===== config.mk =====
export PLATFORM = sky130hd
export DESIGN_NAME = inport_conditioner
export DESIGN_NICKNAME = d
export VERILOG_FILES = /design/src/rtl/inport_conditioner.sv
export SDC_FILE = /design/constraint.sdc
export NUM_CORES = 1
export LEC_CHECK = 0
export CORE_AREA = 2 2 41 57
export DETAILED_ROUTE_END_ITERATION = 7
export DIE_AREA = 0 0 43 59
export GPL_TIMING_DRIVEN = 0
export PLACE_DENSITY = 0.69
export SLEW_MARGIN = 20
export SYNTH_ARGS = -nofsm -noshare
export SYNTH_HDL_FRONTEND = slang
export SYNTH_SLANG_ARGS = --single-unit
export TNS_END_PERCENT = 5

===== constraint.sdc =====
create_clock -name clk -period 1.2 [get_ports clk]
set_input_delay 0.24 -clock clk [delete_from_list [all_inputs] [get_ports clk]]
set_output_delay 0.24 -clock clk [all_outputs]
set_load 0.01 [all_outputs]

===== src/rtl/inport_conditioner.sv =====
// Switch input conditioner: 2-flop synchroniser, optional ready debounce
// (macro INPORT_DEBOUNCE_EN), data capture/freeze on ready and a one-cycle readyPulse.
module inport_conditioner #(
  parameter int DEBOUNCE_CYCLES = 500000
) (
  input  logic       clk,
  input  logic       nReset,
  input  logic [8:0] sw,
  output logic [8:0] inport,
  output logic       readyPulse
);

  typedef enum logic [1:0] {IDLE, ARM, HELD, DISARM} state_t;

  logic [8:0] sync1_q, syncSw_q;
  logic [7:0] data_q;
  logic       ready_q, pulse_q;
  state_t     state_q, state_d;
  logic       rdy;

  assign rdy = syncSw_q[8];

`ifdef INPORT_DEBOUNCE_EN
  localparam int CW = $clog2(DEBOUNCE_CYCLES + 1);
  localparam logic [CW-1:0] CNT_LAST = CW'(DEBOUNCE_CYCLES - 1);

  logic [CW-1:0] cnt_q, cnt_d;

  // Counter runs only while the synchronised ready disagrees with the accepted level.
  always_comb begin
    state_d = state_q;
    cnt_d   = '0;
    case (state_q)
      IDLE:   if (rdy) state_d = ARM;
      ARM: begin
        if (!rdy)                  state_d = IDLE;
        else if (cnt_q == CNT_LAST) state_d = HELD;
        else                       cnt_d   = cnt_q + 1'b1;
      end
      HELD:   if (!rdy) state_d = DISARM;
      DISARM: begin
        if (rdy)                   state_d = HELD;
        else if (cnt_q == CNT_LAST) state_d = IDLE;
        else                       cnt_d   = cnt_q + 1'b1;
      end
      default: state_d = IDLE;
    endcase
  end

  always_ff @(posedge clk or negedge nReset) begin
    if (!nReset) cnt_q <= '0;
    else         cnt_q <= cnt_d;
  end
`else
  logic unused_params;
  assign unused_params = (DEBOUNCE_CYCLES > 0);

  always_comb begin
    state_d = state_q;
    case (state_q)
      IDLE:    if (rdy)  state_d = HELD;
      HELD:    if (!rdy) state_d = IDLE;
      default: state_d = IDLE;
    endcase
  end
`endif

  always_ff @(posedge clk or negedge nReset) begin
    if (!nReset) begin
      sync1_q  <= '0;
      syncSw_q <= '0;
      state_q  <= IDLE;
      data_q   <= '0;
      ready_q  <= 1'b0;
      pulse_q  <= 1'b0;
    end else begin
      sync1_q  <= sw;
      syncSw_q <= sync1_q;
      state_q  <= state_d;
      // Data tracks while not accepted; the last update is the capture on the HELD entry edge.
      if (state_q == IDLE || state_q == ARM) data_q <= syncSw_q[7:0];
      ready_q  <= (state_d == HELD) || (state_d == DISARM);
      pulse_q  <= (state_d == HELD) && (state_q == IDLE || state_q == ARM);
    end
  end

  assign inport     = {ready_q, data_q};
  assign readyPulse = pulse_q;

endmodule


Word level (Yosys, flattened, before mapping)
Cells that the tools add are included.
Word-level totals
  output and inout port bits: 10
  bits of input ports: 11
  memory bits (read-only): 0
  memories kept: 0
  latch bits: 0
  register bits after elaboration: 30
  word-level logic and storage cells: 17
  bits in writable memories: 0
Cells by class
  magnitude comparators: 0
  shifts and indexed selects: 0
  bitwise logic cells: 0
  reduce and logical (&&, ||, !) cells: 4
  multipliers: 0
  add/subtract/negate cells: 0
  divide/modulo/power cells: 0
  eq/ne operators: 4
  muxes and demuxes: 3
Operators by type and width (count)
  == test 2 bit (second input constant): 3
  2-to-1 mux 2 bit: 2
  one-hot mux 2 bit (2 select lines): 1
  == test 2 x 1 -> 1 bit (second input constant): 1
  logical NOT 2 bit: 1
  logical OR 1 bit: 2
  logical AND 1 bit: 1

Depth between registers and ports, before layout
  word-level depth: 4
  depth in mapped cells: 2

Worst setup path before layout
No wires, ideal clock.
  path type: reg-to-reg
  from: register, netlist name ready_q
  to: register data_q[0]
  buffers on the path: 1
  setup slack: 0.282 ns
  stages on the path, launching flop included: 3
  library setup time: 0.125 ns
  arrival time: 0.793 ns
  path through: dfrtp_1 > buf_6 > mux2_4
RTL lines
  to (signal assigned): line 81  | if (state_q == IDLE || state_q == ARM) data_q <= syncSw_q[7:0];
  to (decl): line 16  | logic [7:0] data_q;

Final worst setup path
  from: register ready_q
  to: output port inport[8]
RTL lines
  from (decl): line 17  | logic ready_q, pulse_q;
  from (signal assigned): line 82  | ready_q <= (state_d == HELD) || (state_d == DISARM);
  to (decl): line 9  | output logic [8:0] inport,
No word-level cell between the ends.

==> run_results.csv <==
group,metric,value,unit
status,status,"completed",
cells_and_area,final_util,0.581,
global_route,overflow,0,
clocking,root_buffer,"clkbuf_4",
synthesis,syn_nets,53,
sta,hold_violations,0,
sta,timing.final.crit_share,0.984,
clocking,cts_max_path_buffers,2,
synthesis,ys_warn_count,0,
synthesis,synthTopCellsByArea,"dfrtp_1 82%, mux2_4 14%, buf_6 1.3%",
cells_and_area,nets,84,
synthesis,synthCells,42,
worst_hold_path,min_path_type,"flip-flop to flip-flop",
global_route,first_global_vias,458,
floorplan,design.core.area,2000,µm²
sta,finalSetupViolCount,0,
cells_and_area,syn_to_final_growth,31.6,%
floorplan,start_util,0.442,
synthesis,synth_area_per_cell,21.0,µm²
floorplan,die_area,2540,µm²
sta,slew_headroom,0.601,
worst_setup_path,cp-end-kind,"output port",
clocking,cts.clk_slew.worst_paths,0.09,ns
floorplan,fp.dieW,43,µm
placement,gp_congestion,0.644,
floorplan,rows,19,
placement,placedCellCount,83,
worst_setup_path,cp_top_family,"flip-flops",
worst_setup_path,critPathBufInv,2,
cells_and_area,fin_cells,95,
synthesis,netlist_area,882,µm²
routing,antenna_left,0,
clocking,cts_made_buffers,5,
sta,fin_skew,0.00730,ns
clocking,cts_tree,"done",
worst_setup_path,crit_arrival,0.94,ns
synthesis,yosysTopAreaCellShare,0.823,
worst_setup_path,crit_path_max_incr_delay,0.38,ns
global_route,grt_start_max_net_pins,30,
sta,max_slew.worst_pin.slew,0.598,ns
cells_and_area,antenna_cells,0,
clocking,clock-sinks,29,
routing,drcViolationCount,0,
worst_setup_path,cp_cell_sequence,"buf_4 > buf_6",
routing,num_vias,419,
floorplan,die_h,59,µm
cells_and_area,layout_commonest_cell,"dfrtp_1",
routing,avgViaCountPerCell,4.41,
routing,post_drt_wl_per_cell,11.4,µm
synthesis,synth_area_leader_cell,"dfrtp_1",
job,drv_cap,0,
worst_setup_path,cpMaxStageDelayCell,"dfrtp_1",
synthesis,synth_seq_cells,29,
global_route,grt_antenna_before_repair,0,
worst_setup_path,worst_setup_path_start_kind,"flip-flop",
clocking,clk_latency,0.32,ns
routing,drtIter0Drc,1,
power_and_ir_drop,power_leakage,0.556,nW
sta,period_needed,1.18,ns
global_route,grt_pass1_wl,1950,µm
worst_setup_path,required,0.96,ns
sta,rsz0062_at_grt,"yes",
sta,finalSetupTns,0,ns
worst_setup_path,crit_fanout,2,
worst_setup_path,path_class,"flip-flop to output port",
sta,drv_slew,0,
routing,drt_wl_total,1090,µm
routing,firstDrtPassIters,2,
synthesis,yosysSeqAreaShare,0.823,
power_and_ir_drop,peakVddDrop,0.956,mV
global_route,gr-usage-all-layers,0.118,
power_and_ir_drop,powerDensity,1510,nW/µm²
cells_and_area,fill_cells,172,
cells_and_area,final_cell_mix,"29 x dfrtp_1, 9 x clkdlybuf4s50_1, 8 x mux2_4",
synthesis,synth.distinct_cells,7,
sta,max_freq,847,MHz
clocking,htree_levels,2,
cells_and_area,drive_gt1_frac,0.405,
placement,port_buffers,20,
floorplan,ios,21,
## layer usage
layer  track usage  routed length (µm)
met5             0                   0
met4         0.104                  53
met3        0.0732                  82
met2         0.149                 484
met1         0.135                 465
## sequential cells by signal, indices dropped and copies added (netlist names)
signal / count
sync1_q: 9
ready_q: 1
data_q: 8
state_q: 1
readyPulse: 1
syncSw_q: 9
## logic make-up (layout without fill, tap and decap cells)
group | count (synthesis) | in the layout | synth area share
muxes | 8 | 8 | 0.136
buffers and inverters | 2 | 34 | 0.0213
other | 1 | 1 | 0.00425
DFF | 29 | 29 | 0.823
and+or+nand+nor | 2 | 2 | 0.0156
## what timing repair did
| item | 4_1_cts | 5_1_grt |
|---|---|---|
| hold buffers | 1 | 0 |
| setup endpoints to repair | 10 | 8 |
| buffers inserted | 2 | 1 |
| gates resized for setup | 25 | 11 |
| hold endpoints to repair | 29 | 0 |
| pin swaps | 0 | 0 |
## Yosys cell counts
cell type,number
buf_4,1
buf_6,1
conb_1,1
dfrtp_1,29
mux2_4,8
nor2b_1,1
nor3b_1,1
## area by class of cell
class	instances	area (µm²)	area share
Clock buffer	6	41.3	0.0356
Clock inverter	2	10.0	0.00862
Multi-Input combinational cell	11	138	0.119
Buffer	2	27.5	0.0237
Sequential cell	29	726	0.625
Timing Repair Buffer	24	193	0.166
Tap cell	21	26.3	0.0226
## power breakdown
part           internal (mW)  switching [mW]
Sequential              1.03          0.0219
Combinational          0.101          0.0602
Clock                  0.222           0.310
## final timing paths
kind	from	end	slack, ns	depth (start not counted)
worst max-delay path	ready_q$_DFF_PN0_	inport[8]	0.02	2
worst min-delay path	sync1_q[3]$_DFF_PN0_	syncSw_q[3]$_DFF_PN0_	0.34	0
worst max register to register	ready_q$_DFF_PN0_	data_q[0]$_DFFE_PN0P_	0.04	4
worst min register to register	sync1_q[3]$_DFF_PN0_	syncSw_q[3]$_DFF_PN0_	0.34	0
max in group asynchronous	nReset	sync1_q[8]$_DFF_PN0_	0.35	2
min in group asynchronous	nReset	data_q[4]$_DFFE_PN0P_	0.45	2
## through the flow
step | worst slack [ns] | total power [mW] | cell area (µm²) | hold slack [ns]
6_report | 0.0191 | 1.75 | 1160 | 0.343
5_1_grt | -0.0373 | 1.84 | 1160 | 0.340
4_1_cts | -0.0152 | 1.79 | 1170 | 0.337
3_5_place_dp | -0.00784 | 1.25 | 1100 | 0.287
3_3_place_gp | -0.466 | 1.24 | 1110 | 0.332
2_1_floorplan | 0.282 | 1.14 | 882 | -0.0556
Power figures use the tool's default switching activity.
==> RTL change: new RTL, same settings <==
Encoding of `state_t`: now one-hot (4 bits for 4 states).
--- a/src/rtl/inport_conditioner.sv
+++ b/src/rtl/inport_conditioner.sv
@@ -10,7 +10,7 @@
   output logic       readyPulse
 );
 
-  typedef enum logic [1:0] {IDLE, ARM, HELD, DISARM} state_t;
+  typedef enum logic [3:0] {IDLE = 4'b0001, ARM = 4'b0010, HELD = 4'b0100, DISARM = 4'b1000} state_t;
 
   logic [8:0] sync1_q, syncSw_q;
   logic [7:0] data_q;
Behaviour: no difference found for any inputs over 10 cycles, from zero or initial values and one cycle with nReset low; not proved beyond that.
==> RTL change against the unedited design <==
  * The run now ends with negative setup slack left
  * Sequential cell count rose by 3
  * Clock power up 20%
  * Setup slack got worse by 0.30 ns
  * Critical path depth increased by 2
  * Critical path type is now reg -> reg
  * Synthesized cell count rose by 21%
  * Routed wire length up 13%
  * Global-route usage grew 1.4 points
  * Area after synthesis grew 13%
  * Design area increased by 9.2%
  * Cell count increased by 7.4%
  * Total power increased by 21%
==> RTL change: results <==
[grt]
use_met3_pct = 8.23
grtUsageMet1_pct = 12.4
track_usage_pct = 13.2
grt_max_degree = 33
use_met2_pct = 21.4
first_global_vias = 535
grt_first_pass_wirelength_mm = 2.20

[detailed_routing]
met2_length_microns = 639
drt-met1-wl_microns = 484
via_count = 474
drt_iter0_drc = 4
wl_met3_microns = 90
wl_per_cell_microns = 12.0

[sta]
slew_violations = 0
setup_viol = 8
hold_ws_ns = 0.348
worst_slew_pin_slew_ns = 0.647
finalSetupTns_ns = -2.21
fin_skew_ns = 0.00996
layout_setup_ws_ns = -0.282

[finish]
top_regs = "sync1_q x9, syncSw_q x9, data_q x8"
drive_gt1_share_pct = 38.3
fillCellCount = 171
fin_cells = 102
final_nets = 92

[worst_setup_path]
critPathSlowestCell = "dfstp_2"
crit_end = "data_q[7]$_DFFE_PN0N_"
cp-startpoint = "state_q[0]$_DFF_PN1_"
cp.arrival_ns = 1.68
worst_path_dominant_cell_family = "flip-flops"
max_stage_delay_ns = 0.55
cp_max_fo = 8
r2r-end = "data_q[7]$_DFFE_PN0N_"

[synth]
synth_area_per_cell_sq_um = 19.6
synth_compound_area_share_pct = 0
synth-adder-area-share_pct = 0
synth_common_cells = "dfrtp_1, mux2_4, and3_1"
synthXorXnorAreaFrac_pct = 1.75
synth.distinct_cells = 13
muxShareOfSynthArea_pct = 12.0
ys_seq_area_share_pct = 80.2
synthTopCellsByArea = "dfrtp_1, mux2_4, dfstp_2, and3_1, and4b_2"
synthFlopType = "dfrtp_1"

[outcome]
violations = "negative setup slack"
outcome = "finished with violations"

[pwr]
peakVddDrop_mv = 0.927
cellLeakagePower_nw = 0.624
p_int_mw = 1.67

[place]
hpwl_microns = 791
dpl-instance-area_sq_um = 1220
pre_cts_ws_ns = -0.311
port_buffers = 20
gp_congestion = 0.637
dpl.cell_count = 93

[cts]
cts_buffers = 5
htree_num_levels = 2
clock_latency_ns = 0.31
cts_root_buf = "clkbuf_4"

[worst_hold_path]
worstHoldPathType = "reg -> reg"
## RTL change: changes by cell type after synthesis
cell     before  now
nor2b_1       1    0
and4b_2       0    1
or3_1         0    1
dfrtp_1      29   31
dfstp_2       0    1
xor2_1        0    1
and3_1        0    2
nor3b_1       1    0
xnor2_1       0    1
nor2_1        0    1
inv_1         0    1
## RTL change: cell families (layout without fill, tap and decap cells)
logic type / after synthesis / after routing
DFF: 32 / 32
muxes: 8 / 8
and+or+nand+nor: 5 / 5
buffers and inverters: 3 / 32
xor gates and xnor gates: 2 / 2
other: 1 / 2
## RTL change: worst min-delay path by stage
stage / from / endpoint / cells after the start
finish: sync1_q[5]$_DFF_PN0_ / syncSw_q[5]$_DFF_PN0_ / 0
global placement: sync1_q[1]$_DFF_PN0_ / syncSw_q[1]$_DFF_PN0_ / 0
CTS: sw[6] / sync1_q[6]$_DFF_PN0_ / 1
floorplan: nReset / data_q[0]$_DFFE_PN0N_ / 0
global route: sw[0] / sync1_q[0]$_DFF_PN0_ / 1
detailed placement: nReset / syncSw_q[0]$_DFF_PN0_ / 1
## RTL change: power groups by stage
stage	registers, mW	clock network [mW]	logic, mW
final	1.22	0.637	0.268
after CTS	1.22	0.674	0.304
after global placement	1.23	0	0.320
after floorplan	1.26	0	0.115
after detailed placement	1.24	0	0.324
after global routing	1.23	0.736	0.292
## RTL change: layout make-up
class                   count  area, sq um  share of cell area [%]
flip-flops and latches     32          802                    63.3
multi-input cells          17          179                    14.1
repair buffers             22          169                    13.3
clock buffers               7         65.1                    5.13
well taps                  21         26.3                    2.07
plain buffers               2         22.5                    1.78
inverters                   1         3.75                   0.296
## RTL change: timing repair
item	in CTS	in global routing
hold endpoints to repair	31	0
gates resized for setup	22	11
setup endpoints to repair	18	18
buffers inserted	1	0
cloned	0	0
hold buffers	1	0
